`src/rtl/ppu_pkg.sv`:
```
// Shared PPU definitions: line geometry, shade-to-intensity table, writer state encoding.
// No logic and no latency; constants and a helper function only.
// No flow control; the importing modules decide how the values are used.
package ppu_pkg;

  localparam int LINE_WIDTH = 160;
  localparam int LINE_COUNT = 144;

  // Nibble n holds the 4-bit intensity for shade n: 0->F, 1->A, 2->5, 3->0.
  localparam logic [15:0] SHADE_TABLE = 16'h05AF;

  typedef enum logic [1:0] {
    IDLE    = 2'd0,
    FILL    = 2'd1,
    PUBLISH = 2'd2,
    HOLD    = 2'd3
  } writerState_t;

  function automatic logic [3:0] shadeIntensity(input logic [1:0] shade);
    return SHADE_TABLE[{shade, 2'b00} +: 4];
  endfunction

endpackage

```
`src/rtl/ppu_line_writer_if.sv`:
```
// Pixel stream into the line writer and the published line out of it.
// Ports: frameStart/lineStart/pixelValid/pixelIn (+bgp with PPU_LINE_WRITER_PALETTE_EN) in;
//        LY, LineBuffer0..3, updateBufferSignal, busy, lineError out. Pixels are never stalled.
interface ppu_line_writer_if;
  import ppu_pkg::*;

  logic                  frameStart;
  logic                  lineStart;
  logic                  pixelValid;
  logic [1:0]            pixelIn;
`ifdef PPU_LINE_WRITER_PALETTE_EN
  logic [7:0]            bgp;
`endif
  logic [7:0]            LY;
  logic [LINE_WIDTH-1:0] LineBuffer0;
  logic [LINE_WIDTH-1:0] LineBuffer1;
  logic [LINE_WIDTH-1:0] LineBuffer2;
  logic [LINE_WIDTH-1:0] LineBuffer3;
  logic                  updateBufferSignal;
  logic                  busy;
  logic                  lineError;

  // master: the pixel source / buffer consumer side.
  modport master (
    output frameStart, lineStart, pixelValid, pixelIn,
`ifdef PPU_LINE_WRITER_PALETTE_EN
    output bgp,
`endif
    input  LY, LineBuffer0, LineBuffer1, LineBuffer2, LineBuffer3,
    input  updateBufferSignal, busy, lineError
  );

  // slave: the line writer itself.
  modport slave (
    input  frameStart, lineStart, pixelValid, pixelIn,
`ifdef PPU_LINE_WRITER_PALETTE_EN
    input  bgp,
`endif
    output LY, LineBuffer0, LineBuffer1, LineBuffer2, LineBuffer3,
    output updateBufferSignal, busy, lineError
  );

endinterface

```
`src/rtl/ppu_shade_map.sv`:
```
// Maps a 2-bit colour index to a 4-bit intensity, optionally through the BGP palette.
// Purely combinational, zero latency. No flow control.
// Ports: pixelIn, bgp (only with PPU_LINE_WRITER_PALETTE_EN) -> intensity.
module ppu_shade_map
  import ppu_pkg::*;
(
  input  logic [1:0] pixelIn,
`ifdef PPU_LINE_WRITER_PALETTE_EN
  input  logic [7:0] bgp,
`endif
  output logic [3:0] intensity
);

  logic [1:0] shade;

  always_comb begin
`ifdef PPU_LINE_WRITER_PALETTE_EN
    // BGP packs shade for index n in bits [2n+1:2n].
    shade = bgp[{pixelIn, 1'b0} +: 2];
`else
    shade = pixelIn;
`endif
    intensity = shadeIntensity(shade);
  end

endmodule

```
`src/rtl/ppu_line_writer.sv`:
```
// Assembles 160 pixels into four intensity bitplanes and publishes them with LY for HOLD_CYCLES.
// Latency: publish two edges after the 160th pixel (or on the edge after HOLD if one is in progress).
// No backpressure: pixels are always accepted; surplus or orphaned pixels are dropped and flag lineError.
// Ports: pixelClk, nReset (async, active low), bus (ppu_line_writer_if.slave).
// Option: PPU_LINE_WRITER_PALETTE_EN adds bus.bgp and remaps shades through it.
module ppu_line_writer
  import ppu_pkg::*;
#(
  parameter int HOLD_CYCLES = 8   // 4..128
) (
  input logic              pixelClk,
  input logic              nReset,
  ppu_line_writer_if.slave bus
);

  localparam logic [7:0] LAST_X    = 8'(LINE_WIDTH - 1);
  localparam logic [7:0] FULL_X    = 8'(LINE_WIDTH);
  localparam logic [7:0] LAST_LY   = 8'(LINE_COUNT - 1);
  localparam logic [6:0] HOLD_LOAD = 7'(HOLD_CYCLES - 1);

  writerState_t          state, stateNext;
  logic [7:0]            x, nextLY, lyReg;
  logic [6:0]            holdCnt;
  logic                  filling;   // a line is being assembled (may overlap HOLD)
  logic                  pending;   // a complete line waits for its publish edge
  logic                  updReg, errReg;
  logic [LINE_WIDTH-1:0] asm0, asm1, asm2, asm3;
  logic [LINE_WIDTH-1:0] buf0, buf1, buf2, buf3;
  logic [3:0]            intensity;

  logic                  anyStart, writeEn, completing, extraPixel, discard, holdDone;
  logic [7:0]            writeIdx;

  ppu_shade_map uShadeMap (
    .pixelIn  (bus.pixelIn),
`ifdef PPU_LINE_WRITER_PALETTE_EN
    .bgp      (bus.bgp),
`endif
    .intensity(intensity)
  );

  always_comb begin
    anyStart   = bus.frameStart | bus.lineStart;
    // A pixel on the start pulse is pixel 0 of the new line.
    writeEn    = bus.pixelValid & (anyStart | filling);
    writeIdx   = anyStart ? 8'd0 : x;
    completing = writeEn & (writeIdx == LAST_X);
    // x parks at 160 after completion, so this also covers pixels dropped while pending.
    extraPixel = bus.pixelValid & ~anyStart & (x == FULL_X);
    discard    = bus.lineStart & ~bus.frameStart & filling;
    holdDone   = (state == HOLD) && (holdCnt == 7'd0);
  end

  always_comb begin
    stateNext = state;
    case (state)
      IDLE:    if (anyStart) stateNext = FILL;
      FILL:    if (!anyStart && pending) stateNext = PUBLISH;
      PUBLISH: stateNext = HOLD;
      HOLD: begin
        if (holdDone) begin
          if (pending && !anyStart)    stateNext = PUBLISH;
          else if (filling || anyStart) stateNext = FILL;
          else                          stateNext = IDLE;
        end
      end
      default: stateNext = IDLE;
    endcase
  end

  always_ff @(posedge pixelClk or negedge nReset) begin
    if (!nReset) begin
      state   <= IDLE;
      x       <= 8'd0;
      nextLY  <= 8'd0;
      lyReg   <= 8'hFF;
      holdCnt <= 7'd0;
      filling <= 1'b0;
      pending <= 1'b0;
      updReg  <= 1'b0;
      errReg  <= 1'b0;
      asm0    <= '1;
      asm1    <= '1;
      asm2    <= '1;
      asm3    <= '1;
      buf0    <= '1;
      buf1    <= '1;
      buf2    <= '1;
      buf3    <= '1;
    end else begin
      state <= stateNext;

      if (anyStart)     x <= writeEn ? 8'd1 : 8'd0;
      else if (writeEn) x <= x + 8'd1;

      if (writeEn) begin
        asm0[writeIdx] <= intensity[3];
        asm1[writeIdx] <= intensity[2];
        asm2[writeIdx] <= intensity[1];
        asm3[writeIdx] <= intensity[0];
      end

      if (anyStart)        filling <= 1'b1;
      else if (completing) filling <= 1'b0;

      // A new start abandons any unpublished line.
      if (anyStart)                pending <= 1'b0;
      else if (completing)         pending <= 1'b1;
      else if (state == PUBLISH)   pending <= 1'b0;

      // Copy happens before any same-edge write to asm lands, so a new line can start here.
      if (state == PUBLISH) begin
        buf0    <= asm0;
        buf1    <= asm1;
        buf2    <= asm2;
        buf3    <= asm3;
        lyReg   <= nextLY;
        updReg  <= 1'b1;
        holdCnt <= HOLD_LOAD;
      end else if (state == HOLD) begin
        if (holdDone) updReg  <= 1'b0;
        else          holdCnt <= holdCnt - 7'd1;
      end

      if (bus.frameStart)        nextLY <= 8'd0;
      else if (state == PUBLISH) nextLY <= (nextLY == LAST_LY) ? 8'd0 : nextLY + 8'd1;

      if (bus.frameStart)                errReg <= 1'b0;
      else if (extraPixel || discard)    errReg <= 1'b1;
    end
  end

  assign bus.LY                 = lyReg;
  assign bus.LineBuffer0        = buf0;
  assign bus.LineBuffer1        = buf1;
  assign bus.LineBuffer2        = buf2;
  assign bus.LineBuffer3        = buf3;
  assign bus.updateBufferSignal = updReg;
  assign bus.busy               = (state != IDLE) || pending;
  assign bus.lineError          = errReg;

endmodule

```
`src/flat_wrapper.sv`:
```
// flat-port wrapper written by rule: the top's interface ports become plain ports
module ppu_line_writer_flat import ppu_pkg::*;
#(
  parameter int HOLD_CYCLES = 8            
)
  (pixelClk, nReset, bus_frameStart, bus_lineStart, bus_pixelValid, bus_pixelIn, bus_LY, bus_LineBuffer0, bus_LineBuffer1, bus_LineBuffer2, bus_LineBuffer3, bus_updateBufferSignal, bus_busy, bus_lineError);
  ppu_line_writer_if bus_i ();
  input logic pixelClk;
  input logic nReset;
  input wire logic [$bits(bus_i.frameStart)-1:0] bus_frameStart;
  input wire logic [$bits(bus_i.lineStart)-1:0] bus_lineStart;
  input wire logic [$bits(bus_i.pixelValid)-1:0] bus_pixelValid;
  input wire logic [$bits(bus_i.pixelIn)-1:0] bus_pixelIn;
  output wire logic [$bits(bus_i.LY)-1:0] bus_LY;
  output wire logic [$bits(bus_i.LineBuffer0)-1:0] bus_LineBuffer0;
  output wire logic [$bits(bus_i.LineBuffer1)-1:0] bus_LineBuffer1;
  output wire logic [$bits(bus_i.LineBuffer2)-1:0] bus_LineBuffer2;
  output wire logic [$bits(bus_i.LineBuffer3)-1:0] bus_LineBuffer3;
  output wire logic [$bits(bus_i.updateBufferSignal)-1:0] bus_updateBufferSignal;
  output wire logic [$bits(bus_i.busy)-1:0] bus_busy;
  output wire logic [$bits(bus_i.lineError)-1:0] bus_lineError;
  assign bus_i.frameStart = bus_frameStart;
  assign bus_i.lineStart = bus_lineStart;
  assign bus_i.pixelValid = bus_pixelValid;
  assign bus_i.pixelIn = bus_pixelIn;
  assign bus_LY = bus_i.LY;
  assign bus_LineBuffer0 = bus_i.LineBuffer0;
  assign bus_LineBuffer1 = bus_i.LineBuffer1;
  assign bus_LineBuffer2 = bus_i.LineBuffer2;
  assign bus_LineBuffer3 = bus_i.LineBuffer3;
  assign bus_updateBufferSignal = bus_i.updateBufferSignal;
  assign bus_busy = bus_i.busy;
  assign bus_lineError = bus_i.lineError;
  ppu_line_writer #(.HOLD_CYCLES(HOLD_CYCLES)) u_core (.pixelClk(pixelClk), .nReset(nReset), .bus(bus_i));
endmodule
```
`config.mk`:
```
export PLATFORM = sky130hd
export DESIGN_NAME = ppu_line_writer_flat
export DESIGN_NICKNAME = d
export VERILOG_FILES = /design/src/rtl/ppu_pkg.sv /design/src/rtl/ppu_line_writer_if.sv /design/src/rtl/ppu_shade_map.sv /design/src/rtl/ppu_line_writer.sv /design/src/flat_wrapper.sv
export SDC_FILE = /design/constraint.sdc
export NUM_CORES = 1
export LEC_CHECK = 0
export ABC_AREA = 0
export CORE_ASPECT_RATIO = 1.5
export CORE_MARGIN = 8
export CORE_UTILIZATION = 35
export DETAILED_ROUTE_END_ITERATION = 10
export GPL_ROUTABILITY_DRIVEN = 0
export PLACE_DENSITY = 0.71
export SLEW_MARGIN = 20
export SYNTH_ARGS = -nofsm -noshare
export SYNTH_HDL_FRONTEND = slang
export SYNTH_SLANG_ARGS = --single-unit
```
`constraint.sdc`:
```
create_clock -name pixelClk -period 1.9 [get_ports pixelClk]
set_clock_uncertainty 0.2 [all_clocks]
set_input_delay 0.38 -clock pixelClk [delete_from_list [all_inputs] [get_ports pixelClk]]
set_output_delay 0.38 -clock pixelClk [all_outputs]
set_load 0.05 [all_outputs]
```
=== Word level (Yosys, flattened, before mapping) ===
Cells that the tools add are included.

* Bits in registers: 1317
* Input port bits: 7

* Add/subtract/negate cells: 3
* Order comparisons: 2
* Eq/ne operators: 10
* Shift-type cells: 1
* Mux-type cells: 32
* Bitwise gates (word level): 10
* Reduce and logical (&&, ||, !) cells: 20

{| class="wikitable"
|+ Operators by type and width
! kind !! number
|-
| 160-bit bitwise mux || 4
|-
| 8-bit two-way mux || 6
|-
| 8-bit == test, second input constant || 3
|-
| 7-bit two-way mux || 3
|-
| 8-bit by 1-bit adder with 8-bit output, second input constant || 2
|-
| 16-bit by 5-bit variable part select with 4-bit output, first input constant || 1
|-
| 2-bit nonzero test || 7
|-
| 1-bit two-way mux || 13
|-
| 8-bit by 9-bit < comparator with 1-bit output, second input constant || 1
|-
| 1-bit demux with 8-bit select || 1
|-
| 8-bit by 1-bit greater-or-equal comparator with 1-bit output, second input constant || 1
|-
| 2-bit two-way mux || 4
|-
| 2-bit one-hot mux with 4 select lines || 1
|-
| 7-bit zero test || 1
|-
| 7-bit by 1-bit subtractor with 7-bit output, second input constant || 1
|-
| 1-bit bitwise AND || 6
|-
| 2-bit by 1-bit inequality test with 1-bit output, second input constant || 3
|-
| 2-bit == test, second input constant || 2
|-
| 2-bit AND reduction || 2
|-
| 1-bit logical AND || 3
|-
| 1-bit logical OR || 3
|-
| 3-bit AND reduction || 1
|-
| 3-bit nonzero test || 1
|-
| 2-bit by 1-bit == test with 1-bit output, second input constant || 1
|-
| 5 further kinds || 7
|}

=== Depth between registers and ports, before layout ===
* Depth in word-level cells: 7
* Depth in mapped cells: 8

=== Hierarchy ===
A second synthesis with hierarchy kept.

* Cell total of the unflattened synthesis: 4489
* Area total of the unflattened synthesis: 51758.4 sq um

{| class="wikitable"
|+ Modules (own cells, without submodules)
! module !! instances !! cells each !! area each (sq um) !! seq. area each (sq um)
|-
| ppu_line_writer || 1 || 4485 || 51735.9 || 34568.2
|-
| ppu_shade_map || 1 || 4 || 22.5 || 0.0
|}

=== Worst setup path after synthesis ===
Ideal clock, no wire load.

* Kind: input port to flip-flop
* Start point: in bus_frameStart
* End point: reg u_core.asm3[52]
* Setup time: 0.091 ns
* Arrival: 1.803 ns
* Required time: 1.609 ns
* Slack: -0.194 ns
* Stages on the path: 6
* Cell sequence: buf_2 > or4_4 > or3_1 > clkbuf_1 > o21ai_0 > o21ai_0

* Word-level cells in the longest chain between the ends: 7
* Elaborated cells on any way between the ends: 10

{| class="wikitable"
|+ Ends and longest elaborated chain
! item !! RTL line !! RTL
|-
| start, declared || flat_wrapper.sv:10 || <nowiki>input wire logic [$bits(bus_i.frameStart)-1:0] bus_frameStart;</nowiki>
|-
| 1-bit OR (*) || ppu_line_writer.sv:43 || <nowiki>anyStart = bus.frameStart | bus.lineStart;</nowiki>
|-
| 8-bit two-way mux || ppu_line_writer.sv:46 || <nowiki>writeIdx = anyStart ? 8'd0 : x;</nowiki>
|-
| 8-bit by 9-bit < comparator with 1-bit output (implied by the code) or 8-bit by 1-bit greater-or-equal comparator with 1-bit output (tied branches) || ppu_line_writer.sv:100 || <nowiki>asm3[writeIdx] <= intensity[0];</nowiki>
|-
| 1-bit logical AND (implied by the code) || ppu_line_writer.sv:100 ||
|-
| 1-bit two-way mux (implied by the code) || ppu_line_writer.sv:100 ||
|-
| 1-bit demux with 8-bit select || - ||
|-
| 160-bit bitwise mux || ppu_line_writer.sv:100 ||
|-
| end signal, assigned by index || ppu_line_writer.sv:100 ||
|-
| end, declared || ppu_line_writer.sv:27 || <nowiki>logic [LINE_WIDTH-1:0] asm0, asm1, asm2, asm3;</nowiki>
|}

Mark *: on every way between the ends. The rest lies on a longest branch, timed or not.
A chain may end at the register's enable or synchronous reset.

=== Worst setup path in the final report ===
* Start point: reg u_core.x[7]
* End point: reg u_core.asm3[118]

* Word-level cells in the longest chain between the ends: 6
* Elaborated cells on any way between the ends: 7

{| class="wikitable"
|+ Ends and longest elaborated chain
! item !! RTL line !! RTL
|-
| start, declared || ppu_line_writer.sv:22 || <nowiki>logic [7:0] x, nextLY, lyReg;</nowiki>
|-
| start signal, assigned || ppu_line_writer.sv:93 || <nowiki>if (anyStart) x <= writeEn ? 8'd1 : 8'd0;</nowiki>
|-
| start signal, assigned || ppu_line_writer.sv:94 || <nowiki>else if (writeEn) x <= x + 8'd1;</nowiki>
|-
| 8-bit two-way mux (*) || ppu_line_writer.sv:46 ||
|-
| 8-bit by 9-bit < comparator with 1-bit output (implied by the code) or 8-bit by 1-bit greater-or-equal comparator with 1-bit output (tied branches) || ppu_line_writer.sv:100 ||
|-
| 1-bit logical AND (implied by the code) || ppu_line_writer.sv:100 ||
|-
| 1-bit two-way mux (implied by the code) || ppu_line_writer.sv:100 ||
|-
| 1-bit demux with 8-bit select (*) || - ||
|-
| 160-bit bitwise mux (*) || ppu_line_writer.sv:100 ||
|}

Marks and branches as above.

==> impl_metrics.ini <==
[outcome]
status = complete, but fails checks
failed_checks = setup timing

[sta]
worst_slack_ps = -350
fin_crit_sh_pct = 118
worst_slew_pin_slew_ps = 555
grt_setup_unrepaired = yes
setup-violations-final = 972
fmax_mhz = 444
maxSlewViolCount = 0
hold_viol = 0
relSlewSlack_pct = 63.0
fin_setup_tns_ps = -124800
timing.final.crit_period_ps = 2250

[pwr]
p_leak_uw = 0.0217
power_density_mw_per_mm2 = 569
ir_worst_vdd_mv = 0.637

[place]
postPlaceCellArea_mm2 = 0.0441
dp_slack_ps = -811
dp_hpwl_mm = 80.8
portBuffers = 657

[final_layout]
antenna_cells = 0
layout-drive-gt1-share_pct = 63.2
postLayoutCellArea_mm2 = 0.0519
final_net_count = 3740
area_growth_pct = 73.3

[worst_setup_path]
worst-setup-path-type = register to register
r2r_setup_slack_ps = -350
crit_path_end_kind = register
crit_required_ps = 2280
arrival_ps = 2630
rr_worst_depth = 10
worstSetupStartpoint = u_core.x[7]
worstPathMaxFanout = 8
reg2reg_from = u_core.x[7]
worstSetupStartpointType = register
worstReg2RegEnd = u_core.asm3[118]

[clock_network]
cts_tree = done
path_clk_slew_ps = 70
cts_sinks = 677
clockRootBuffer = clkbuf_16
cts_buffer_depth = 3
cts_made_buffers = 60
clock_latency_ps = 650
htreeDepth = 2

[synth]
ys_warn_count = 0
yosysUniqueCellTypes = 49
avgSynthCellArea_um2 = 9.41
synth_flop_cell = dfstp_2
synth_nets = 3192
ys_seq_elements = 677
synth-async-reset-ratio_pct = 100
syn-cell-area_mm2 = 0.0299
syn_inst = 3181
synth-edff-count = 0
synth_seq_area_share_pct = 59.3

[grt]
overflow = 0
grt_pass1_vias = 26715
grt_util_all_layers_pct = 23.6
grt_max_degree = 105
antenna_found_initial = 0
grt_pass1_wl_mm = 172

[worst_hold_path]
min_from = u_core.asm3[109]
min_to = u_core.bus.LineBuffer3[109]
hold_depth = 2
hold_class = register to register

[floorplan]
row_count = 131
initial_utilization_pct = 35.3
dieArea_mm2 = 0.0954
die_h_um = 374
dieWidth_um = 255
io_pins = 658
core-area_mm2 = 0.0849

[run]
drv_cap = 0

[drt]
drt-pass1-iter-count = 8
wl_mm = 126
via_per_inst = 5.32
post-route-drc-count = 0
via_count = 26097
post_drt_wl_per_cell_um = 25.6
antenna_left = 0
first_iter_violations = 2665
-- flip-flops by register name (all words and copies together) (netlist names) --
register	cells
u_core.asm0	1
u_core.x	8
u_core.bus.updateBufferSignal	1
u_core.filling	1
u_core.asm2	159
u_core.holdCnt	7
u_core.bus.LineBuffer3	159
u_core.bus.LY	8
u_core.pending	1
u_core.bus.LineBuffer2	160
u_core.state	2
u_core.bus.LineBuffer1	1
u_core.bus.lineError	1
u_core.nextLY	8
u_core.asm3	160
-- layer usage --
layer	GRT usage, %	up-vias	routed length (um)
met3	4.34	388	9420
met4	11.6	0	7740
met5	0	-	0
met2	40.9	1433	63600
met1	27.6	13044	45000
li1	-	11232	-
-- cell usage in the layout (no fill, tap or decap), types with 27 or more instances in the layout --
cell	count
buf_12	745
o21ai_4	49
nand2_4	67
o21ai_1	187
buf_6	62
o21ai_2	341
buf_4	138
dfstp_2	648
o31ai_2	27
nand2_1	1041
clkbuf_16	80
-- power breakdown --
part | leakage, uW | switching (uW) | internal (uW)
clock | 0.00108 | 5840 | 7880
combinational | 0.0136 | 841 | 370
sequential | 0.00706 | 48.2 | 14500
total | 0.0217 | 6730 | 22800
-- cells in the mapped netlist (2+ instances only) --
cell type / instances / share of area [%]
nand2_1: 1143 / 14
dfstp_2: 648 / 57
o21ai_0: 571 / 9.5
buf_4: 328 / 8.2
clkbuf_1: 169 / 2.1
o31ai_1: 48 / 1.2
nand3_1: 39 / 0.65
nor2_1: 32 / 0.40
o21ai_1: 30 / 0.50
dfrtp_1: 29 / 2.4
buf_2: 19 / 0.32
a21oi_1: 11 / 0.18
nor3_4: 11 / 0.60
inv_1: 9 / 0.11
nand2b_1: 9 / 0.19
nor2b_1: 7 / 0.15
nor4_1: 7 / 0.15
nor3_1: 6 / 0.10
xnor2_1: 6 / 0.18
or3_1: 5 / 0.10
or4_1: 5 / 0.13
a31oi_1: 4 / 0.084
and3_1: 4 / 0.084
ha_1: 4 / 0.17
xor2_1: 4 / 0.12
nor3_2: 3 / 0.10
o211ai_1: 3 / 0.075
or4b_1: 3 / 0.10
buf_1: 2 / 0.025
nor4b_4: 2 / 0.16
or2_2: 2 / 0.042
-- cell families after synthesis --
| family | after synthesis | share of synthesized area, % |
|---|---|---|
| xor gates and xnor gates | 10 | 0.292 |
| DFF | 677 | 59.3 |
| buffers and inverters | 528 | 10.8 |
| and+or+nand+nor | 1286 | 17.6 |
| AOI/OAI and AO/OA | 675 | 11.8 |
| muxes | 1 | 0.0334 |
| adders and majority gates | 4 | 0.167 |
-- worst max path at each step --
stage                             to  slack, ps  cells after the start
global route        u_core.asm2[127]       -400                      9
finish              u_core.asm3[118]       -350                     10
CTS                         bus_busy       -310                      2
global placement    u_core.asm3[159]       -780                      7
floorplan             u_core.asm2[4]       -130                      6
detailed placement   u_core.asm2[85]       -810                      8
-- cell type report --
class                   count  area [um2]
fillers                  6145       33000
flip-flops and latches    677       17800
multi-input cells        1979       12500
repair buffers           1002       18000
well taps                1130        1410
inverters                   9        33.8
clock buffers              74        1660
clock inverters            39         551
-- worst max-delay path, stage by stage, from the launching register on --
cell and delay, ps:
dfrtp_1 400, buf_6 130, buf_6 110, buf_6 130, nor4b_4 280, buf_6 180
nand3_4 190, buf_12 210, buf_16 140, o21ai_2 150, o21ai_2 60
-- through the flow --
stage | utilization (%) | hold slack [ps] | total power, uW | instances
finish | 61.1 | 248 | 29500 | 4910
global route | 61.1 | 267 | 30300 | 4910
CTS | 57.5 | 232 | 29400 | 4852
detailed placement | 51.9 | 242 | 15700 | 4675
global placement | 51.9 | 237 | 15700 | 4675
floorplan | - | -116 | 15000 | 3181
-- what timing repair did --
item,4_1_cts,5_1_grt
endpoints found under the setup margin,967,979
gates cloned,30,23
hold buffers,3,0
pin swaps,137,155
resized for setup,638,666
buffers inserted,32,41
hold endpoints to repair,239,0
(Power assumes the default switching activity.)
